--- src/rtl/time_set_ctrl.sv ---
// time_set_ctrl: debounced front-panel editor producing BCD hh:mm init values and a load strobe
module time_set_ctrl #(
  parameter int DEBOUNCE_CNT = 10000,
  parameter int CNT_W = 14
) (
  input  logic       CLK100MHZ,
  input  logic       rst,
  input  logic       btn_mode,
  input  logic       btn_up,
  input  logic       btn_down,
  output logic [3:0] hourdec_init,
  output logic [3:0] hourone_init,
  output logic [3:0] mindec_init,
  output logic [3:0] minone_init,
  output logic       load,
  output logic       edit_active,
  output logic       edit_field
);
  typedef enum logic [1:0] {IDLE, EDIT_HOUR, EDIT_MIN, COMMIT} state_t;
  state_t state, nxt;
  logic [2:0] raw, press;
  logic [3:0] w_hd, w_ho, w_md, w_mo;
  logic p_mode, p_up, p_down, adj_up, adj_dn;
  logic [7:0] hour_nxt, min_nxt;
  assign raw = {btn_down, btn_up, btn_mode};
  for (genvar i = 0; i < 3; i++) begin : g_db
    logic [1:0] sync;
    logic [CNT_W-1:0] cnt;
    logic lvl, pulse;
    always_ff @(posedge CLK100MHZ)
      if (rst) begin
        sync <= '0;
        cnt <= '0;
        lvl <= 1'b0;
        pulse <= 1'b0;
      end else begin
        sync <= {sync[0], raw[i]};
        pulse <= 1'b0;
        if (sync[1] == lvl) cnt <= '0;
        else if (cnt == CNT_W'(DEBOUNCE_CNT)) begin
          cnt <= '0;
          lvl <= sync[1];
          pulse <= sync[1];
        end else cnt <= cnt + 1'b1;
      end
    assign press[i] = pulse;
  end
  assign {p_down, p_up, p_mode} = press;
  // mode wins over adjust; up and down together cancel
  assign adj_up = p_up & ~p_down & ~p_mode;
  assign adj_dn = p_down & ~p_up & ~p_mode;
  function automatic logic [7:0] inc(input logic [7:0] v, input logic [7:0] mx);
    return v == mx ? 8'h00 : v[3:0] == 4'd9 ? {v[7:4] + 4'd1, 4'd0} : {v[7:4], v[3:0] + 4'd1};
  endfunction
  function automatic logic [7:0] dec(input logic [7:0] v, input logic [7:0] mx);
    return v == 8'h00 ? mx : v[3:0] == 4'd0 ? {v[7:4] - 4'd1, 4'd9} : {v[7:4], v[3:0] - 4'd1};
  endfunction
  assign hour_nxt = adj_up ? inc({w_hd, w_ho}, 8'h23) : dec({w_hd, w_ho}, 8'h23);
  assign min_nxt = adj_up ? inc({w_md, w_mo}, 8'h59) : dec({w_md, w_mo}, 8'h59);
  always_comb begin
    nxt = state;
    nxt = state == IDLE ? (p_mode ? EDIT_HOUR : IDLE) :
          state == EDIT_HOUR ? (p_mode ? EDIT_MIN : EDIT_HOUR) :
          state == EDIT_MIN ? (p_mode ? COMMIT : EDIT_MIN) : IDLE;
  end
  always_ff @(posedge CLK100MHZ)
    if (rst) state <= IDLE;
    else state <= nxt;
  always_ff @(posedge CLK100MHZ)
    if (rst) begin
      {hourdec_init, hourone_init, mindec_init, minone_init} <= '0;
      {w_hd, w_ho, w_md, w_mo} <= '0;
      load <= 1'b0;
      edit_active <= 1'b0;
      edit_field <= 1'b0;
    end else begin
      load <= state == COMMIT;
      edit_active <= nxt == EDIT_HOUR || nxt == EDIT_MIN;
      edit_field <= nxt == EDIT_MIN;
      if (state == IDLE && p_mode) {w_hd, w_ho, w_md, w_mo} <= {hourdec_init, hourone_init, mindec_init, minone_init};
      if (state == EDIT_HOUR && (adj_up || adj_dn)) {w_hd, w_ho} <= hour_nxt;
      if (state == EDIT_MIN && (adj_up || adj_dn)) {w_md, w_mo} <= min_nxt;
      if (state == COMMIT) {hourdec_init, hourone_init, mindec_init, minone_init} <= {w_hd, w_ho, w_md, w_mo};
    end
endmodule

--- config.mk ---
export PLATFORM = sky130hd
export DESIGN_NAME = time_set_ctrl
export DESIGN_NICKNAME = d
export VERILOG_FILES = /design/src/rtl/time_set_ctrl.sv
export SDC_FILE = /design/constraint.sdc
export NUM_CORES = 1
export LEC_CHECK = 0
export BUFFER_PORTS_ARGS = -buffer_cell sky130_fd_sc_hd__buf_4
export CORE_MARGIN = 4
export CORE_UTILIZATION = 65
export DETAILED_ROUTE_END_ITERATION = 8
export PLACE_DENSITY = 0.86
export SYNTH_ARGS = -nofsm -noshare
export SYNTH_HDL_FRONTEND = slang
export SYNTH_SLANG_ARGS = --single-unit
export TNS_END_PERCENT = 10
--- constraint.sdc ---
create_clock -name CLK100MHZ -period 4.05 [get_ports CLK100MHZ]
set_clock_uncertainty 0.05 [all_clocks]
set_input_delay 0.405 -clock CLK100MHZ [delete_from_list [all_inputs] [get_ports CLK100MHZ]]
set_output_delay 0.405 -clock CLK100MHZ [all_outputs]
set_load 0.01 [all_outputs]
# After elaboration in Yosys (flattened, before gate mapping)
# Cells that the tools add are included.
# classes
n_mux	24
n_eq_ne	19
addsub	11
bitwise	13
reduce_logical	23
# op_table
cell	n
$mux W8	10
$add A14 B1 Y14 const B	3
$eq A14 B14 Y1 const B	3
$mux W4	8
$reduce_or A3 Y1	6
$add A4 B1 Y4 const B	4
$logic_not A8 Y1	2
$ne A4 B4 Y1 const B	4
$sub A4 B1 Y4 const B	4
$not A1 Y1	9
$eq A4 B4 Y1 const B	2
$eq A8 B6 Y1 const B	1
$eq A8 B7 Y1 const B	1
$logic_not A4 Y1	2
$mux W2	4
$eq A2 B2 Y1 const B	3
$reduce_and A2 Y1	3
$reduce_and A3 Y1	2
$and A1 B1 Y1	4
$eq A2 B1 Y1 const B	2
$reduce_bool A2 Y1	2
$eq A1 B1 Y1	3
$logic_and A1 B1 Y1	3
$logic_not A2 Y1	1
2 further kinds	4
# word_totals
word_cells	114
ff_bits	91
out_inout_bits	19

# Longest topological paths before layout
# depth
word_depth	7
depth_mapped	8

# Least setup slack after synthesis
# OpenSTA, ideal clock, no wires.
# synth_timing
path_type	flip-flop to flip-flop
start	register w_ho[0]
end	register w_hd[2]
path_buffers	0
path_stages_with_launch	8
arrival_time_ns	1.702
synth_period_minus_slack_ns	1.840
setup_ns	0.088
setup_slack_ns	2.210
cell_sequence	dfxtp_1 -> inv_1 -> ha_1 -> nor3b_2 -> and2_1 -> a32oi_1 -> or3_1 -> a311oi_2
# synth_via
elab_chain_len	4
elab_cells_between_ends	11
cone_classes	eq/ne: 4; mux: 4; reduce/logical: 3
# synth_lines
item	line_no	text
start: declaration	22	logic [3:0] w_hd, w_ho, w_md, w_mo;
start signal: assignment	80	if (state == IDLE && p_mode) {w_hd, w_ho, w_md, w_mo} <= {hourdec_init, hourone_init, mindec_init, minone_init ...
start signal: assignment	81	if (state == EDIT_HOUR && (adj_up || adj_dn)) {w_hd, w_ho} <= hour_nxt;
$eq A8 B6 Y1 or $logic_not A8 Y1 (tied branches)	53, 56	
$mux W8, on equally long branches	53, 56	
$mux W8	58	assign hour_nxt = adj_up ? inc({w_hd, w_ho}, 8'h23) : dec({w_hd, w_ho}, 8'h23);
$mux W4	81	
end signal: assignment	80	
end signal: assignment	81	
end: declaration	22	
# Parallel ways exist; a longest one is shown, timed or not.
# A chain may end at the register's enable or synchronous reset.

# Worst setup path after layout
# layout_timing
start	register g_db[0].pulse
end	register w_md[3]
# layout_via
elab_chain_len	6
elab_cells_between_ends	12
cone_classes	eq/ne: 2; mux: 2; bitwise: 3; reduce/logical: 5
# layout_lines
item	line_no	text
start: declaration	29	logic lvl, pulse;
start signal: assignment	43	pulse <= sync[1];
$not A1 Y1	50, 51	
$and A1 B1 Y1, on equally long branches	50, 51	
$logic_or A1 B1 Y1	82	if (state == EDIT_MIN && (adj_up || adj_dn)) {w_md, w_mo} <= min_nxt;
$logic_and A1 B1 Y1	82	
$ne A4 B4 Y1 (no source line) or $reduce_bool A2 Y1 (tied branches)	n/a	
$reduce_and A3 Y1 (no source line)	n/a	
end signal: assignment	80	
end signal: assignment	82	
end: declaration	22	
# Parallel ways exist; a longest one is shown, timed or not.

==> summary.txt <==
GRT
  – Global Route Usage Sum: 0.2320
  – Global-route wire length before repair: 16140 um
  – Initial antenna violation count: 0
  – Total congestion overflow: 0
  – Largest net degree at the start of global routing: 52
  – Number of global-route vias before repair: 3530

Finish
  – Ant. Diodes: 0
  – Multi-input gate area: 2524 um2
  – Share of layout cells above drive strength 1: 0.09498
  – FF+latch area: 1822 um2
  – Layout area overhead: 8.769%
  – Final #Nets: 578
  – Fillers: 515

Timing
  – Slew margin rel.: 0.4509
  – Worst Tran Pin Value: 820.0 ps
  – TNS Setup: 0 ps
  – Crit path time final: 2304 ps
  – Final setup vio count: 0
  – Final period util: 0.5690
  – Final Hold Vio Count: 0
  – RSZ-0062 raised after global routing: false
  – Peak Freq: 0.4340 GHz
  – Final Max Slew Viols: 0

Pwr
  – Total power draw: 1.618 mW
  – PD cells: 326.9 nW/um2
  – Leak pwr: 1.755 nW
  – Worst VDD drop: 0.2731 mV

Die
  – Die span in x: 91.69 um
  – Core Area: 6794 um2
  – Io pins: 24
  – Area of the die: 8406 um2
  – Initial Util: 0.6700
  – # rows: 30
  – Height of the die: 91.69 um

Drt
  – Final wirelength: 9383 um
  – First-pass iteration count of the detailed router: 5
  – Vias: 3807
  – DRC errors left: 0
  – Vias/cell: 5.821
  – Iteration-0 DRC count of the detailed router: 271
  – Wirelength per Cell: 14.35 um
  – ANT nets after route: 0

Clock network
  – Clock buffer count from CTS: 9
  – Cts hold-fix bufs: 0
  – Root Driver: clkbuf_8
  – CTS Sinks: 91
  – Worst-case clock buffer depth: 2
  – Worst skew pair latency: 350 ps
  – Post-CTS Setup Bufs: 0
  – TritonCTS clock tree: built
  – H-Tree Depth: 3
  – Clk slew on worst S/H paths: 100 ps
  – Post-CTS Resized: 0

Flow run
  – Number of max-cap violations: 0

Synth
  – Synth warn: 0
  – Number of synthesized flops with an enable pin: 0
  – Mapped cell area: 4552 um2
  – Synthesized net count: 570
  – Seq cells post-synth: 91
  – Async S/R FF share, synth: 0
  – Syn avg cell area: 8.352 um2
  – Post-Syn Instances: 545
  – Cell variety after synth: 64
  – Ys flop type: dfxtp_1
  – Post-synthesis sequential area ratio: 0.4002

Setup path
  – Arrival time worst endpoint: 2510 ps
  – Setup crit start kind: flop
  – Worst EP required: 4250 ps
  – WS Path Type: flop to flop
  – Critical Path Sink Type: flop
  – Crit path max fanout: 14

Status
  – Status: finished, final reports clean

Min path
  – Hold Path Class: input port to flop

Placement
  – Dpl hpwl: 6543 um
  – Placer Congestion: 0.9293
  – Buffers on Ports: 23
state kept, by name, summed over array words and instances, names as in the netlist:
register      cells
edit_active       1
edit_field        1
g_db.cnt         42
g_db.lvl          3
g_db.pulse        3
g_db.sync         6
hourdec_init      4
hourone_init      4
load              1
mindec_init       4
minone_init       4
state             2
w_hd              4
w_ho              4
w_md              4
w_mo              4
cell usage in the layout, fill, tap and decap left out, drive strengths merged, types with 9 or more instances in the layout:
master and instances:
inv 25, and3 10, nor3 11, nor2 70, nand3 31, a21oi 35
dfxtp 91, xnor2 17, ha 20, nand2 79, xor2 24, clkbuf 9
buf 23
final timing paths:
kind | start | to | slack, ps | depth (start not counted)
max | g_db[0].pulse | w_md[3] | 1750 | 5
min | btn_mode | g_db[0].sync[0] | 200 | 2
max reg2reg | g_db[0].pulse | w_md[3] | 1750 | 5
min reg2reg | g_db[0].sync[0] | g_db[0].sync[1] | 400 | 1
kinds of logic after synthesis:
logic type	after synthesis	share of synthesized area
compound gates	89	0.1396
fa+ha+maj	20	0.05498
simple gates	250	0.2677
buf+inv	48	0.04535
flops	91	0.4002
xor+xnor	41	0.07889
mux	6	0.01319
cells in the mapped netlist (2+ instances only):
| master | number | area share |
|---|---|---|
| a32oi_1 | 3 | 0.0058 |
| nor2b_1 | 7 | 0.0096 |
| o21a_1 | 4 | 0.0066 |
| nand4_1 | 6 | 0.0082 |
| mux2i_1 | 6 | 0.013 |
| nand2b_1 | 2 | 0.0027 |
| nor2_1 | 69 | 0.057 |
| buf_1 | 2 | 0.0016 |
| nor4b_1 | 4 | 0.0077 |
| ha_1 | 20 | 0.055 |
| o22ai_1 | 4 | 0.0055 |
| buf_6 | 2 | 0.0049 |
| dfxtp_1 | 91 | 0.40 |
| o2111ai_1 | 3 | 0.0058 |
| a221oi_1 | 3 | 0.0058 |
| nand2_1 | 79 | 0.065 |
| a31oi_1 | 4 | 0.0055 |
| nor4_1 | 5 | 0.0069 |
| o21ai_0 | 4 | 0.0044 |
| nor3_1 | 10 | 0.011 |
| and3_1 | 9 | 0.012 |
| buf_2 | 5 | 0.0055 |
| and2_1 | 5 | 0.0069 |
| inv_1 | 22 | 0.018 |
| or3b_1 | 2 | 0.0038 |
| nand3b_1 | 3 | 0.0049 |
| nor3b_2 | 4 | 0.011 |
| a21oi_1 | 35 | 0.038 |
| xor2_1 | 24 | 0.046 |
| o22a_1 | 2 | 0.0038 |
| o221ai_1 | 2 | 0.0038 |
| xnor2_1 | 17 | 0.033 |
| clkbuf_1 | 15 | 0.012 |
| or3_1 | 4 | 0.0055 |
| nand3_1 | 31 | 0.034 |
| o31ai_1 | 3 | 0.0049 |
| a311oi_1 | 5 | 0.0096 |
| o211ai_1 | 2 | 0.0033 |
| a221o_1 | 2 | 0.0044 |
worst max-delay path, cell delays in order (launching register included):
cell and delay (ps):
dfxtp_1 440, nor3b_2 720, and2_1 340, o21ai_4 110, and2_1 250, a221oi_1 300
stage by stage:
step | hold slack (ps) | worst slack [ps] | std cells | cell area, um2 | utilization
finish | 201.6 | 1746 | 654 | 4951 | 0.7287
global placement | 368.6 | 1956 | 638 | 4721 | 0.6948
global route | 178.7 | 1550 | 654 | 4951 | 0.7287
detailed placement | 389.4 | 1825 | 638 | 4721 | 0.6948
CTS | 186.7 | 1782 | 654 | 4951 | 0.7287
floorplan | 363.8 | 2210 | 545 | 4552 | -
where the power goes:
group / internal [mW] / leakage [nW] / switching [mW]
Sequential: 0.898 / 0.734 / 0.00254
Clock: 0.358 / 0.110 / 0.340
Combinational: 0.00645 / 0.911 / 0.0139
area by class of cell:
class | instances | area share
Tap cell | 96 | 0.02426
Clock inverter | 7 | 0.02148
Clock buffer | 9 | 0.02502
Multi-Input combinational cell | 406 | 0.5097
Sequential cell | 91 | 0.3680
Timing Repair Buffer | 23 | 0.03487
Inverter | 22 | 0.01668
layer usage:
layer  wire length, um  up-vias  share of wire  GRT usage
li1                  -     1900              -          -
met5                 0        -              0          0
met3               491       11          0.052    0.04922
met2              4621      111           0.49     0.3877
met4               104        0          0.011    0.07161
met1              4167     1785           0.44     0.2997
Note: power is estimated with default switching activity, not from simulation.
